==> src/rtl/score_display_n.sv <==
// score_display_n: N-digit BCD score and high-score keeper with a VGA digit-row overlay.
// Latency: score/hi update one clk after the triggering input; score_on lags x/y by exactly 1 clk.
// Backpressure: none; the pixel stream is free-running and every cycle is consumed.
//
// Ports:
//   clk, reset        clock and asynchronous active-low reset
//   x, y              current VGA pixel coordinate
//   enemy_hit         level input; each rising edge adds INC points
//   score_clr         synchronous clear of the current score (new game)
//   game_over         one-cycle pulse; commits score to high score if greater
//   show_hi           selects the rendered value: 0 = score, 1 = high score
//   score_bcd, hi_bcd packed BCD values, digit 0 in bits [3:0]
//   new_hi            the most recent game_over raised the high score
//   score_on          current (delayed) pixel is a lit glyph pixel
module score_display_n #(
    parameter int NUM_DIGITS = 4,
    parameter int X_LEFT     = 288,
    parameter int Y_TOP      = 16,
    parameter int DIGIT_W    = 16,
    parameter int DIGIT_H    = 16,
    parameter int INC        = 10,
    parameter int LZ_BLANK   = 1
) (
    input  logic                    clk,
    input  logic                    reset,
    input  logic [9:0]              x,
    input  logic [9:0]              y,
    input  logic                    enemy_hit,
    input  logic                    score_clr,
    input  logic                    game_over,
    input  logic                    show_hi,
    output logic [4*NUM_DIGITS-1:0] score_bcd,
    output logic [4*NUM_DIGITS-1:0] hi_bcd,
    output logic                    new_hi,
    output logic                    score_on
);

    localparam int SW    = 4 * NUM_DIGITS;
    localparam int COL_W = $clog2(DIGIT_W);
    localparam int DY_W  = $clog2(DIGIT_H);
    localparam int ROW_W = $clog2(10 * DIGIT_H);

    // INC split into BCD tens/units digits at elaboration time.
    localparam logic [3:0]    INC_U = 4'(INC % 10);
    localparam logic [3:0]    INC_T = 4'(INC / 10);
    localparam logic [SW-1:0] ALL9  = {NUM_DIGITS{4'h9}};

    // Window bounds carried with one spare bit so X_LEFT+width never wraps.
    localparam logic [10:0] X_LO = 11'(X_LEFT);
    localparam logic [10:0] X_HI = 11'(X_LEFT + NUM_DIGITS * DIGIT_W);
    localparam logic [10:0] Y_LO = 11'(Y_TOP);
    localparam logic [10:0] Y_HI = 11'(Y_TOP + DIGIT_H);

    localparam bit               W_POW2 = ((DIGIT_W & (DIGIT_W - 1)) == 0);
    localparam logic [9:0]       DW10   = 10'(DIGIT_W);
    localparam logic [ROW_W-1:0] DH_R   = ROW_W'(DIGIT_H);

    // Glyph geometry: a seven-segment style font scaled to the cell size.
    localparam int SEG_T0 = DIGIT_H / 16;
    localparam int SEG_T1 = SEG_T0 + DIGIT_H / 8 - 1;
    localparam int SEG_M0 = DIGIT_H / 2 - 1;
    localparam int SEG_M1 = DIGIT_H / 2;
    localparam int SEG_B1 = DIGIT_H - DIGIT_H / 16 - 1;
    localparam int SEG_B0 = SEG_B1 - DIGIT_H / 8 + 1;
    localparam int SEG_L0 = DIGIT_W / 4 - 1;
    localparam int SEG_L1 = SEG_L0 + DIGIT_W / 8 - 1;
    localparam int SEG_R1 = DIGIT_W - DIGIT_W / 4;
    localparam int SEG_R0 = SEG_R1 - DIGIT_W / 8 + 1;

    // ------------------------------------------------------------------
    // Score state
    // ------------------------------------------------------------------
    logic          hit_q;
    logic          hit_pulse;
    logic [SW-1:0] score_q, score_d;
    logic [SW-1:0] hi_q, hi_d;
    logic          new_hi_q, new_hi_d;
    logic [SW-1:0] sum_bcd;
    logic          sum_ovf;

    assign hit_pulse = enemy_hit & ~hit_q;

    // One-cycle BCD ripple add of INC. A carry out of the top digit means
    // the result does not fit, which the update logic turns into all 9s.
    always_comb begin : p_bcd_add
        logic [4:0] dsum;
        logic [3:0] addend;
        logic       cy;
        sum_bcd = '0;
        dsum    = '0;
        addend  = '0;
        cy      = 1'b0;
        for (int i = 0; i < NUM_DIGITS; i++) begin
            addend = (i == 0) ? INC_U : ((i == 1) ? INC_T : 4'd0);
            dsum   = {1'b0, score_q[4*i +: 4]} + {1'b0, addend} + {4'd0, cy};
            if (dsum > 5'd9) begin
                sum_bcd[4*i +: 4] = 4'(dsum - 5'd10);
                cy                = 1'b1;
            end else begin
                sum_bcd[4*i +: 4] = dsum[3:0];
                cy                = 1'b0;
            end
        end
        // With a single digit, a nonzero tens part of INC can never fit.
        sum_ovf = cy | ((NUM_DIGITS == 1) && (INC_T != 4'd0));
    end

    always_comb begin : p_score_next
        score_d  = score_q;
        hi_d     = hi_q;
        new_hi_d = new_hi_q;

        // Clear wins over a hit in the same cycle.
        if (score_clr) begin
            score_d = '0;
        end else if (hit_pulse) begin
            score_d = sum_ovf ? ALL9 : sum_bcd;
        end

        // Packed BCD digits are each <= 9, so a plain unsigned compare of
        // the vectors orders them exactly like an MSD-first digit compare.
        // The compare deliberately uses the pre-update score.
        if (game_over) begin
            if (score_q > hi_q) begin
                hi_d     = score_q;
                new_hi_d = 1'b1;
            end else begin
                new_hi_d = 1'b0;
            end
        end else if (score_clr) begin
            new_hi_d = 1'b0;
        end
    end

    always_ff @(posedge clk or negedge reset) begin
        if (!reset) begin
            hit_q    <= 1'b0;
            score_q  <= '0;
            hi_q     <= '0;
            new_hi_q <= 1'b0;
        end else begin
            hit_q    <= enemy_hit;
            score_q  <= score_d;
            hi_q     <= hi_d;
            new_hi_q <= new_hi_d;
        end
    end

    assign score_bcd = score_q;
    assign hi_bcd    = hi_q;
    assign new_hi    = new_hi_q;

    // ------------------------------------------------------------------
    // Display addressing (combinational from x/y)
    // ------------------------------------------------------------------
    logic             in_win;
    logic [9:0]       dx;
    logic [9:0]       slot;
    logic [COL_W-1:0] col;
    logic [DY_W-1:0]  dy_cell;
    logic [SW-1:0]    disp;
    logic [3:0]       dig;
    logic             blank;
    logic [ROW_W-1:0] rom_row;
    logic [COL_W-1:0] rom_col;

    assign in_win = ({1'b0, x} >= X_LO) && ({1'b0, x} < X_HI) &&
                    ({1'b0, y} >= Y_LO) && ({1'b0, y} < Y_HI);

    assign dx      = x - X_LO[9:0];
    assign dy_cell = DY_W'(y - Y_LO[9:0]);
    assign slot    = W_POW2 ? (dx >> COL_W) : (dx / DW10);
    assign col     = COL_W'(W_POW2 ? (dx & (DW10 - 10'd1)) : (dx % DW10));

    // Slot 0 is the leftmost (most-significant) digit. A slot is blanked
    // when it and every digit to its left are zero; the rightmost slot
    // always shows so a zero value still renders as "0".
    always_comb begin : p_digit_sel
        logic seen_nz;
        disp    = show_hi ? hi_q : score_q;
        dig     = '0;
        blank   = 1'b0;
        seen_nz = 1'b0;
        for (int k = 0; k < NUM_DIGITS; k++) begin
            seen_nz = seen_nz | (disp[4*(NUM_DIGITS-1-k) +: 4] != 4'd0);
            if (slot == 10'(k)) begin
                dig   = disp[4*(NUM_DIGITS-1-k) +: 4];
                blank = (LZ_BLANK != 0) && (k != NUM_DIGITS - 1) && !seen_nz;
            end
        end
    end

    assign rom_row = in_win ? (ROW_W'(dy_cell) + ROW_W'(dig) * DH_R) : '0;
    assign rom_col = in_win ? col : '0;

    // ------------------------------------------------------------------
    // numbers_rom: glyph bit for (row, col), registered output.
    // Row r of glyph g lives at row g*DIGIT_H + r.
    // ------------------------------------------------------------------
    int         rom_glyph, rom_r, rom_c;
    logic [6:0] seg_mask;   // {a,b,c,d,e,f,g}
    logic       hbar, vleft, vright, vup, vlo;
    logic       rom_d, rom_q;

    always_comb begin : p_numbers_rom
        rom_glyph = int'(rom_row) / DIGIT_H;
        rom_r     = int'(rom_row) % DIGIT_H;
        rom_c     = int'(rom_col);
        case (rom_glyph)
            0:       seg_mask = 7'b1111110;
            1:       seg_mask = 7'b0110000;
            2:       seg_mask = 7'b1101101;
            3:       seg_mask = 7'b1111001;
            4:       seg_mask = 7'b0110011;
            5:       seg_mask = 7'b1011011;
            6:       seg_mask = 7'b1011111;
            7:       seg_mask = 7'b1110000;
            8:       seg_mask = 7'b1111111;
            9:       seg_mask = 7'b1111011;
            default: seg_mask = 7'b0000000;
        endcase
        hbar   = (rom_c >= SEG_L0) && (rom_c <= SEG_R1);
        vleft  = (rom_c >= SEG_L0) && (rom_c <= SEG_L1);
        vright = (rom_c >= SEG_R0) && (rom_c <= SEG_R1);
        vup    = (rom_r >= SEG_T0) && (rom_r <= SEG_M1);
        vlo    = (rom_r >= SEG_M0) && (rom_r <= SEG_B1);
        rom_d  = (seg_mask[6] && hbar && (rom_r >= SEG_T0) && (rom_r <= SEG_T1)) ||
                 (seg_mask[5] && vright && vup) ||
                 (seg_mask[4] && vright && vlo) ||
                 (seg_mask[3] && hbar && (rom_r >= SEG_B0) && (rom_r <= SEG_B1)) ||
                 (seg_mask[2] && vleft && vlo) ||
                 (seg_mask[1] && vleft && vup) ||
                 (seg_mask[0] && hbar && (rom_r >= SEG_M0) && (rom_r <= SEG_M1));
    end

    // ------------------------------------------------------------------
    // Output pipeline: ROM bit and window/blank flags share one stage, so
    // all three describe the same x/y when combined.
    // ------------------------------------------------------------------
    logic win_q, blank_q;

    always_ff @(posedge clk or negedge reset) begin
        if (!reset) begin
            rom_q   <= 1'b0;
            win_q   <= 1'b0;
            blank_q <= 1'b0;
        end else begin
            rom_q   <= rom_d;
            win_q   <= in_win;
            blank_q <= blank;
        end
    end

    assign score_on = rom_q & win_q & ~blank_q;

endmodule

==> config.mk <==
export PLATFORM = sky130hd
export DESIGN_NAME = score_display_n
export DESIGN_NICKNAME = d
export VERILOG_FILES = /design/src/rtl/score_display_n.sv
export SDC_FILE = /design/constraint.sdc
export NUM_CORES = 1
export LEC_CHECK = 0
export CORE_MARGIN = 2
export CORE_UTILIZATION = 57
export DETAILED_ROUTE_END_ITERATION = 16
export PLACE_DENSITY = 0.93
export SYNTH_ARGS = -nofsm -noshare
export SYNTH_HDL_FRONTEND = slang
export SYNTH_SLANG_ARGS = --single-unit
==> constraint.sdc <==
create_clock -name clk -period 7.7 [get_ports clk]
set_input_delay 1.155 -clock clk [delete_from_list [all_inputs] [get_ports clk]]
set_output_delay 1.155 -clock clk [all_outputs]
set_load 0.03 [all_outputs]
**Word level (Yosys, flattened, before mapping)**

Memory sizes are Yosys's and may differ from the RTL's.
Cells that the tools add are included.
Widths: inputs -> output; s select.

- Add/sub/neg operators: 11
- Reductions and logical operators: 43
- Multiplexer cells: 25
- Bitwise gates (word level): 7
- $lt $le $gt $ge: 19
- Eq/ne operators: 3

Operator list:

| operator | count |
|---|---|
| $mux 16 | 4 |
| $mux 4 | 9 |
| $logic_and 1x1->1 | 25 |
| $gt 16x16->1 | 1 |
| $sub 4x4->4 const B | 4 |
| $gt 5x4->1 const B | 3 |
| $eq 6x2->1 const B | 2 |
| $le 4x4->1 const B | 3 |
| $reduce_bool 4->1 | 3 |
| $mux 1 | 11 |
| $add 4x1->5 | 2 |
| $ge 10x5->1 const B | 1 |
| $ge 10x9->1 const B | 1 |
| $logic_not 10->1 | 1 |
| $lt 10x6->1 const B | 1 |
| $lt 10x9->1 const B | 1 |
| $sub 10x9->10 const B | 1 |
| $add 4x8->8 | 1 |
| $ge 4x4->1 const B | 2 |
| $mux 8 | 1 |
| $eq 6x1->1 const B | 1 |
| $logic_or 1x1->1 | 6 |
| $add 4x1->5 const B | 1 |
| $add 5x1->5 | 1 |
| other kinds (14) | 22 |

- Register bits: 37
- ROM bits: 112
- Logic and storage cells: 117
- Memories: 1

Memory list:

| memory | depth | width | rd ports | clocked after Yosys merged registers in | wr ports | line | RTL |
|---|---|---|---|---|---|---|---|
| (no name shown) | 16 | 7 | 1 | 0 | 0 | 209 | `case (rom_glyph)` |

**Depth between registers and ports, before layout**

Gate-level depths: netlist of run 1.
An unclocked memory read counts as a cell.

- Depth in word-level cells: 18
- Mapped depth: 23

**Worst setup path after synthesis of run 1**

Ideal clock, no wire load.

- Path kind: reg-to-reg
- From: register score_q[2] (netlist: score_bcd[2])
- To: register score_q[14] (netlist: score_bcd[14])
- Path slack: 3.143 ns
- Data required time: 7.615 ns
- Setup time: 0.085 ns
- Stages on the path, launching flop included: 22
- Arrival time: 4.473 ns
- Cells stage by stage: dfrtp_1 > o21ai_0 > ha_1 > inv_1 > ha_1 > nand2b_1 > mux2i_1 > a21oi_1 > ha_1 > ha_1 > mux2_2 > o21ai_0 > inv_1 > ha_1 > ha_1 > nor2_1 > a21oi_1 > o22a_1 > clkbuf_1 > nor3_1 > nand2_1 > o21ai_0

- Cells in the longest elaborated chain, start to end: 14
- Elaborated cells between the ends (all ways): 16
- Classes of those cells: add/sub (4); order compare (4); mux (8)

Ends and longest elaborated chain:

| item | line | RTL |
|---|---|---|
| from (decl) | 75 | `logic [SW-1:0] score_q, score_d;` |
| from (signal assigned) | 143 | `score_q <= score_d;` |
| $gt 4x4->1 * | 96 | `if (dsum > 5'd9) begin` |
| $mux 1 * | 96 |  |
| $add 5x1->5 * | 95 | `dsum = {1'b0, score_q[4*i +: 4]} + {1'b0, addend} + {4'd0, cy};` |
| $gt 5x4->1 * | 96 |  |
| $mux 1 * | 96 |  |
| $add 4x1->5 * | 95 |  |
| $gt 5x4->1 * | 96 |  |
| $mux 1 * | 96 |  |
| $add 4x1->5 * | 95 |  |
| $sub 4x4->4 / $gt 5x4->1 (equally long branches) | 97, 96 |  |
| $mux 4 / $mux 1 (equally long branches) | 96 |  |
| $mux 16 * | 117 | `score_d = sum_ovf ? ALL9 : sum_bcd;` |
| $mux 16 * | 116 | `end else if (hit_pulse) begin` |
| $mux 16 * | 114 | `if (score_clr) begin` |

Mark *: on every way between the ends. The rest lies on a longest branch, timed or not. The select of a mux whose other input is x is not followed.
A chain may end at the register's enable or synchronous reset.

**Final worst setup path of run 1**

Same ends and word-level chain as after synthesis.

==> flow_summary_export.csv, run 1 <==
group,metric,value,unit
cts,cts_setup_buffers,0,
synthesis,avgSynthCellArea,9.20,sq um
critical_path,required,7.93,ns
die,core.rowCount,26,
sta,clock_skew,0.00782,ns
synthesis,syn_area,3110,sq um
outcome,outcome,"finished, final reports clean",
die,die_area,6060,sq um
sta,maxSlewHeadroom,30.4,%
synthesis,synthArstFlopShare,100,%
cells_and_area,syn2layout_area_growth,24.1,%
critical_path,end_kind,"flip-flop",
placement,dp.cells,455,
detailed_routing,dr.pass1.iters,5,
cts,cts_buffer_depth,2,
detailed_routing,post_drt_via_cell_ratio,6.22,
detailed_routing,dr_total_vias,2881,
synthesis,syn-instance-count,338,
placement,placed_area,3720,sq um
cells_and_area,final_nets,451,
detailed_routing,finalWirelength,8.30,mm
synthesis,ys.flop_type,"dfrtp_1",
die,initial_core_util,60.1,%
global_routing,grt-ovfl-total,0,
die,core_area,5170,sq um
detailed_routing,drtAntennaViolNets,0,
cells_and_area,fin_area,3860,sq um
die,chipHeight,77.9,um
critical_path,critPathSlowestCell,"nor3_1",
global_routing,grt_max_degree,38,
detailed_routing,first_iter_violations,205,
sta,final.setup.tns,0,ns
critical_path,startpoint_type,"flip-flop",
synthesis,synth_fp_nets,397,
synthesis,synthDistinctLibCells,58,
synthesis,synth-seq-cells,37,
critical_path,r2r_cells,19,
pwr,vdd_drop_max,0.0968,mV
pwr,powerDensity,175,nW/um^2
placement,gp_congestion,0.933,
cts,clockRootBuffer,"clkbuf_8",
cells_and_area,layout-drive-gt1-share,10.2,%
cts,cts_buffers,5,
min_path,hold_class,"flip-flop to flip-flop",
critical_path,critPathMaxFanout,9,
sta,timing.fmax,0.198,GHz
cells_and_area,final_common_cell,"clkdlybuf4s50_1",
min_path,whs_path_depth,1,
critical_path,path_cells,"o21ai_0, ha_1, inv_1, ha_1, mux2i_1, a21oi_1, ha_1, ha_1, mux2_2, o21ai_0, inv_1, ha_1, ha_1, nor2_1, a21oi_1, o22a_1, nor3_1, nand2_1, o21ai_0",
sta,report.final.slew_viol_count,0,
die,die_width,77.9,um
critical_path,critPathKind,"flip-flop to flip-flop",
synthesis,synth-edff-count,0,
die,ioPinCount,60,
sta,worst_pin_slew,1.04,ns
detailed_routing,drc,0,
cells_and_area,instances_no_fill,463,
cts,cts_tree,"done",
global_routing,antenna_found_initial,0,
placement,dp_hpwl,6.08,mm
critical_path,cp_slowest_stage_delay,0.49,ns
critical_path,cp_data_arrival_time,5.28,ns
cells_and_area,diodes,0,
cells_and_area,final_cell_mix,"clkdlybuf4s50_1 (58), dfrtp_1 (37), ha_1 (33)",
sta,period_share,65.6,%
sta,rsz0062_at_grt,"no",
synthesis,ys_seq_area_share,29.8,%
cts,h-tree-depth,2,
global_routing,grt_pass1_wl,13.8,mm
pwr,leakage,1.74,nW
sta,hold_viol,0,
cts,ctsHoldBuffers,0,
sta,whs,0.514,ns
cts,cts_sinks,37,
cts,clock_latency,0.30,ns
run,maxCapViolations,0,
cts,cts_resized,0,
global_routing,grt_pass1_vias,2911,
global_routing,grt.total_usage,28.5,%
sta,setup_violations,0,
critical_path,crit_top_cell,"ha_1",
placement,port_buffers,59,
synthesis,yosys_warnings,0,
detailed_routing,wl_per_cell,17.9,um
sta,fin_crit,5.05,ns
cts,path_clk_slew,0.08,ns
-- area by class of cell --
class	count	area, sq um
Multi-Input combinational cell	255	1990
Fill cell	349	1310
Sequential cell	37	926
Timing Repair Buffer	60	593
Inverter	33	124
Tap cell	70	87.6
Clock buffer	5	68.8
Clock inverter	3	68.8
-- routing by layer --
metal  share of wire (%)  wire, um  GRT usage [%]
met5                   0         0              0
met4                 2.8       233           11.4
met3                 6.1       505           5.00
met2                  50      4130           48.5
met1                  41      3430           35.8
-- cells in the mapped netlist (3+ instances only) --
cell type | n | area share, %
nor3_1 | 16 | 2.6
clkbuf_1 | 7 | 0.84
inv_1 | 32 | 3.9
mux2i_1 | 10 | 3.2
nor2b_1 | 5 | 1.0
nand2_1 | 30 | 3.6
buf_2 | 3 | 0.48
nor2_1 | 21 | 2.5
nand2b_1 | 4 | 0.80
xnor2_1 | 7 | 2.0
nor4_1 | 4 | 0.80
a21oi_1 | 14 | 2.3
o21ai_0 | 16 | 2.6
a211oi_1 | 3 | 0.72
nand4_1 | 4 | 0.80
a22oi_1 | 3 | 0.72
mux2_2 | 15 | 5.4
a31oi_1 | 4 | 0.80
dfrtp_1 | 37 | 30
ha_1 | 33 | 13
o21a_1 | 3 | 0.72
a22o_1 | 5 | 1.4
nand3_1 | 5 | 0.80
a21o_1 | 6 | 1.4
mux4_2 | 8 | 5.8
-- sequential cells by signal, indices dropped and copies added (netlist names) --
signal and flops:
score_bcd 16, win_q 1, blank_q 1, rom_q 1
new_hi 1, hit_q 1, hi_bcd 16
-- cells by family (layout without fill, tap and decap cells) --
logic type | count (synthesis) | count (layout) | share of synthesized area, %
buffers and inverters | 46 | 101 | 6.15
DFF | 37 | 37 | 29.8
AOI/OAI and AO/OA | 76 | 76 | 17.1
and+or+nand+nor | 105 | 105 | 17.1
muxes | 33 | 33 | 14.4
xor gates and xnor gates | 8 | 8 | 2.25
adders and majority gates | 33 | 33 | 13.3
-- critical path, delay by kind of cell (launching register included) --
kind                       cells  cell delay [ns]
DFF                            1             0.46
and+or+nand+nor                3             0.71
muxes                          2             0.49
AOI/OAI and AO/OA              6             1.57
adders and majority gates      6             1.55
buffers and inverters          2             0.19
-- per-stage QoR --
stage                     power [W]  setup WS, ns  utilization, %
after floorplan            0.000376          3.14               -
after global placement     0.000451          2.76            72.0
after detailed placement   0.000461          2.63            72.0
after CTS                  0.000673          2.72            74.6
after global routing       0.000707          2.35            74.6
final                      0.000675          2.65            74.6
-- final timing paths --
kind                                     startpoint                   endpoint  slack (ns)
min reg2reg                      new_hi$_DFFE_PN0P_         new_hi$_DFFE_PN0P_        0.51
min                              new_hi$_DFFE_PN0P_         new_hi$_DFFE_PN0P_        0.51
max in group asynchronous                     reset      hi_bcd[2]$_DFFE_PN0P_        6.20
max reg2reg                score_bcd[2]$_DFFE_PN0P_  score_bcd[14]$_DFFE_PN0P_        2.65
max                        score_bcd[2]$_DFFE_PN0P_  score_bcd[14]$_DFFE_PN0P_        2.65
min in group asynchronous                     reset   score_bcd[8]$_DFFE_PN0P_        0.95
-- where the power goes --
group	internal (W)	switching (W)
clock	0.000130	0.0000789
sequential	0.000210	0.0000228
combinational	0.000105	0.000128
total	0.000445	0.000230
Note: power is estimated with default switching activity, not from simulation.
==> run 2: changes to the inputs <==
Settings changed: CORE_UTILIZATION 57 to 48, PLACE_DENSITY 0.93 to 0.84.
Clock period 7.7 ns to 4.35 ns, I/O delays scaled along.
==> flow_summary_export.csv, run 2 (synthesis results as in run 1) <==
group,metric,value,unit
global_routing,antenna_found_initial,0,
cells_and_area,utilization,64.1,%
critical_path,crit_family,"adder cells",
run,maxCapViolations,0,
sta,period_share,94.3,%
global_routing,grt.total_usage,23.4,%
sta,fin_crit,4.10,ns
detailed_routing,drtAntennaViolNets,0,
global_routing,grt_pass1_wl,13.5,mm
cts,cts_buffers,5,
placement,dp.cells,475,
cells_and_area,fillCellCount,503,
detailed_routing,finalWirelength,8.45,mm
cts,ctsHoldBuffers,0,
critical_path,critPathMaxFanout,5,
critical_path,cp_slowest_stage_delay,0.43,ns
cells_and_area,layout-drive-gt1-share,16.9,%
cts,cts_buffer_depth,2,
critical_path,startpoint_type,"flip-flop",
cts,clockRootBuffer,"clkbuf_8",
global_routing,grt_pass1_vias,2867,
cts,clock_latency,0.29,ns
global_routing,grt_max_degree,23,
cells_and_area,final_cell_mix,"clkdlybuf4s50_1 (59), dfrtp_1 (33), inv_1 (32)",
pwr,powerDensity,293,nW/um^2
die,initial_core_util,49.3,%
critical_path,critPathSlowestCell,"dfrtp_2",
die,chipHeight,84.5,um
placement,dp_hpwl,6.07,mm
placement,port_buffers,59,
global_routing,grt-ovfl-total,0,
sta,timing.fmax,0.244,GHz
cells_and_area,final_nets,466,
critical_path,crit_buf_inv,4,
die,core_area,6310,sq um
sta,clock_skew,0.00582,ns
detailed_routing,drc,0,
sta,final.setup.tns,0,ns
detailed_routing,post_drt_via_cell_ratio,6.13,
critical_path,cp_data_arrival_time,4.33,ns
cells_and_area,seqCellArea,931,sq um
sta,hold_viol,0,
detailed_routing,dr.pass1.iters,5,
sta,worst_pin_slew,1.05,ns
detailed_routing,wl_per_cell,17.4,um
critical_path,critPathKind,"flip-flop to flip-flop",
sta,report.final.slew_viol_count,0,
placement,gp_congestion,0.916,
critical_path,required,4.58,ns
cells_and_area,multi_input_area,2060,sq um
sta,maxSlewHeadroom,30.1,%
cells_and_area,final_common_cell,"clkdlybuf4s50_1",
die,ioPinCount,60,
die,core.rowCount,29,
pwr,vdd_drop_max,0.190,mV
detailed_routing,dr_total_vias,2973,
cells_and_area,diodes,0,
pwr,leakage,1.80,nW
cts,cts_sinks,37,
sta,setup_violations,0,
cts,cts_tree,"done",
cts,h-tree-depth,2,
cts,path_clk_slew,0.08,ns
sta,rsz0062_at_grt,"no",
die,die_area,7140,sq um
critical_path,end_kind,"flip-flop",
critical_path,crit_top_cell,"ha_2",
critical_path,path_cells,"o21ai_4, ha_2, inv_1, ha_2, inv_1, a21oi_2, ha_2, ha_2, mux2_2, o21ai_1, inv_1, ha_1, ha_4, nor2_2, a21oi_2, o22a_2, nor3_4, buf_4, a22o_1",
cells_and_area,instances_no_fill,485,
outcome,outcome,"finished, final reports clean",
min_path,hold_class,"flip-flop to flip-flop",
sta,whs,0.488,ns
die,die_width,84.5,um
critical_path,ff2ff_setup_slack,0.25,ns
detailed_routing,first_iter_violations,175,
cells_and_area,syn2layout_area_growth,30.2,%
## run 2: cell types whose count changed in the layout (fill, tap and decap cells not counted), sizes merged
cell | before | now
buf | 2 | 15
clkdlybuf4s50 | 58 | 59
clkinv | 1 | 2
inv | 33 | 32
o22a | 1 | 2
## run 2: cell type report
type,count,area share [%]
clock buffers,5,1.70
flip-flops and latches,37,23.0
well taps,77,2.38
inverters,33,3.06
multi-input cells,256,50.9
clock inverters,3,1.61
repair buffers,74,17.4
## run 2: path summary, 6_finish.rpt
path	from	endpoint	cells past startpoint
max	score_bcd[2]$_DFFE_PN0P_	score_bcd[13]$_DFFE_PN0P_	19
min	new_hi$_DFFE_PN0P_	new_hi$_DFFE_PN0P_	1
max reg2reg	score_bcd[2]$_DFFE_PN0P_	score_bcd[13]$_DFFE_PN0P_	19
min reg2reg	new_hi$_DFFE_PN0P_	new_hi$_DFFE_PN0P_	1
max in group asynchronous	reset	score_bcd[11]$_DFFE_PN0P_	2
min in group asynchronous	reset	score_bcd[1]$_DFFE_PN0P_	1
## run 2: timing repair
action | CTS | global route
pin swaps | 0 | 2
cloned | 0 | 1
resized for setup | 2 | 14
setup endpoints to repair | 5 | 15
setup buffers | 0 | 1
## run 2: per-layer routing
layer	up-vias	wire (um)	GRT usage (%)
li1	1366	-	-
met1	1429	3380	28.0
met2	152	4210	42.2
met3	26	635	4.13
met4	0	218	7.79
met5	-	0	0
## run 2: power breakdown
group	internal [W]	switching (W)	leakage [nW]
combinational	0.000197	0.000226	1.23
clock	0.000228	0.000129	0.0681
sequential	0.000372	0.0000371	0.501
total	0.000796	0.000392	1.80
## run 2: per-stage QoR
| stage | total power (W) | instance area, sq um | setup slack [ns] |
|---|---|---|---|
| floorplan | 0.000665 | 3120 | 0.0132 |
| global placement | 0.000813 | 3840 | 0.149 |
| detailed placement | 0.000823 | 3840 | -0.0255 |
| CTS | 0.00119 | 3990 | 0.00407 |
| global route | 0.00124 | 4050 | 0.0300 |
| finish | 0.00119 | 4050 | 0.249 |
==> run 3: changes to the inputs <==
Settings changed: CORE_UTILIZATION 48 to 53, PLACE_DENSITY 0.84 to 0.87.
Clock period 4.35 ns to 4.5 ns, I/O delays scaled along.
==> flow_summary_export.csv, run 3 (synthesis results as in run 1) <==
group,metric,value,unit
sta,rsz0062_at_grt,"no",
pwr,seqPwrFrac,37.0,%
detailed_routing,first_iter_violations,162,
placement,dp_hpwl,6.30,mm
die,chipHeight,80.6,um
pwr,clkPwrFrac,25.3,%
die,die_area,6500,sq um
sta,report.final.slew_viol_count,0,
cells_and_area,fin_area,3970,sq um
die,core_area,5570,sq um
critical_path,timing.rr.start,"score_bcd[3]$_DFFE_PN0P_",
global_routing,antenna_found_initial,0,
critical_path,required,4.71,ns
global_routing,grt.total_usage,26.2,%
critical_path,startpoint_type,"flip-flop",
detailed_routing,dr_total_vias,2891,
placement,placed_area,3810,sq um
die,die_width,80.6,um
cells_and_area,utilization,71.2,%
die,core.rowCount,27,
cells_and_area,final_cell_mix,"clkdlybuf4s50_1 (58), dfrtp_1 (37), inv_1 (32)",
critical_path,critPathKind,"flip-flop to flip-flop",
pwr,vdd_drop_max,0.221,mV
min_path,whs_path_depth,1,
cts,cts_sinks,37,
min_path,hold_class,"flip-flop to flip-flop",
global_routing,grt-ovfl-total,0,
cts,cts_buffers,5,
critical_path,cp-startpoint,"score_bcd[3]$_DFFE_PN0P_",
critical_path,end_kind,"flip-flop",
pwr,switching_share,36.0,%
global_routing,grt_pass1_wl,13.0,mm
critical_path,cp_data_arrival_time,4.38,ns
detailed_routing,drc,0,
cells_and_area,seqCellArea,926,sq um
critical_path,critPathMaxFanout,6,
cts,path_clk_slew,0.08,ns
placement,gp_congestion,0.942,
cts,clock_latency,0.31,ns
pwr,p_total,0.00107,W
detailed_routing,dr.pass1.iters,4,
detailed_routing,post_drt_via_cell_ratio,6.02,
pwr,powerDensity,271,nW/um^2
cells_and_area,diodes,0,
pwr,comb_power_share,37.7,%
sta,period_share,92.6,%
run,maxCapViolations,0,
cts,clockRootBuffer,"clkbuf_8",
pwr,leakage,1.80,nW
sta,hold_viol,0,
cells_and_area,multi_input_area,2020,sq um
cells_and_area,syn2layout_area_growth,27.5,%
global_routing,grt_max_degree,38,
die,ioPinCount,60,
global_routing,grt_pass1_vias,2804,
critical_path,timing.rr.end,"score_bcd[14]$_DFFE_PN0P_",
critical_path,endpoint,"score_bcd[14]$_DFFE_PN0P_",
pwr,switchingPower,0.000387,W
detailed_routing,finalWirelength,8.41,mm
die,initial_core_util,55.8,%
critical_path,ff2ff_setup_slack,0.33,ns
cts,cts_tree,"done",
pwr,p_int,0.000688,W
outcome,outcome,"finished, final reports clean",
cells_and_area,final_common_cell,"clkdlybuf4s50_1",
sta,setup_violations,0,
sta,worst_pin_slew,0.953,ns
critical_path,r2r_cells,20,
cts,h-tree-depth,2,
cts,cts_buffer_depth,2,
sta,clock_skew,0.0110,ns
cells_and_area,layout-drive-gt1-share,14.5,%
detailed_routing,drtAntennaViolNets,0,
cells_and_area,fillCellCount,437,
cts,ctsHoldBuffers,0,
detailed_routing,wl_per_cell,17.5,um
sta,maxSlewHeadroom,36.5,%
placement,port_buffers,59,
min_path,min-delay-start,"new_hi$_DFFE_PN0P_",
sta,timing.fmax,0.240,GHz
cells_and_area,final_nets,466,
sta,fin_crit,4.17,ns
[run 3: changes by cell type in the layout (fill, tap and decap cells not counted), moves of 2 or more]
cell and delta:
bufinv_16 -2, ha_1 +3, clkbuf_8 +2, dfrtp_1 +4
dfrtp_2 -4, ha_2 -2
[run 3: how the worst min path moves through the flow]
stage	end	slack, ns
after global routing	new_hi$_DFFE_PN0P_	0.51
final	new_hi$_DFFE_PN0P_	0.49
after global placement	new_hi$_DFFE_PN0P_	0.46
after detailed placement	new_hi$_DFFE_PN0P_	0.48
after floorplan	blank_q$_DFF_PN0_	0.38
after CTS	new_hi$_DFFE_PN0P_	0.50
[run 3: final cells by class]
type	count	share of cell area (%)
multi-input combinational	256	51.0
sequential	37	23.3
timing repair buffer	74	17.6
inverter	33	3.12
clock buffer	7	2.43
tap	72	2.27
clock inverter	1	0.221
[run 3: stage by stage]
step                      setup WS, ns  std cells  TNS (ns)  hold WS, ns
final                            0.332        480         0        0.494
after detailed placement       -0.0554        468    -0.118        0.478
after global placement           0.214        468         0        0.464
after floorplan               -0.00219        338  -0.00219        0.379
after CTS                       0.0143        476         0        0.500
after global routing            0.0336        480         0        0.506
[run 3: critical path, stage by stage, from the launching register on]
cell and delay, ns:
dfrtp_1 0.43, o21ai_1 0.14, ha_1 0.22, inv_1 0.06, ha_1 0.23, nand2b_1 0.16, mux2i_1 0.10, a21oi_2 0.20
ha_2 0.25, ha_2 0.22, mux2_2 0.35, o21ai_1 0.17, inv_1 0.08, ha_1 0.20, ha_1 0.32, nor2_1 0.12
a21oi_1 0.07, o22a_2 0.30, nor3_4 0.23, nand2_1 0.08, o21ai_0 0.18
[run 3: repair_timing]
action,in CTS,in global routing
pin swaps,0,1
cloned,0,1
endpoints found under the setup margin,4,15
setup buffers,0,3
resized for setup,2,6
[run 3: per-layer routing]
metal	vias up	share of wire, %	track usage, %	wire length [um]
met5	-	0	0	0
met2	119	50	45.7	4170
met4	0	2.7	10.8	225
li1	1373	-	-	-
met1	1373	42	32.1	3500
met3	26	6.1	3.93	513
[run 3: power by group through the flow]
stage / sequential (W) / clock [W] / combinational, W
final: 0.000397 / 0.000272 / 0.000406
after CTS: 0.000397 / 0.000278 / 0.000403
after detailed placement: 0.000403 / 0 / 0.000397
after global placement: 0.000399 / 0 / 0.000387
after global routing: 0.000401 / 0.000291 / 0.000434
after floorplan: 0.000441 / 0 / 0.000202
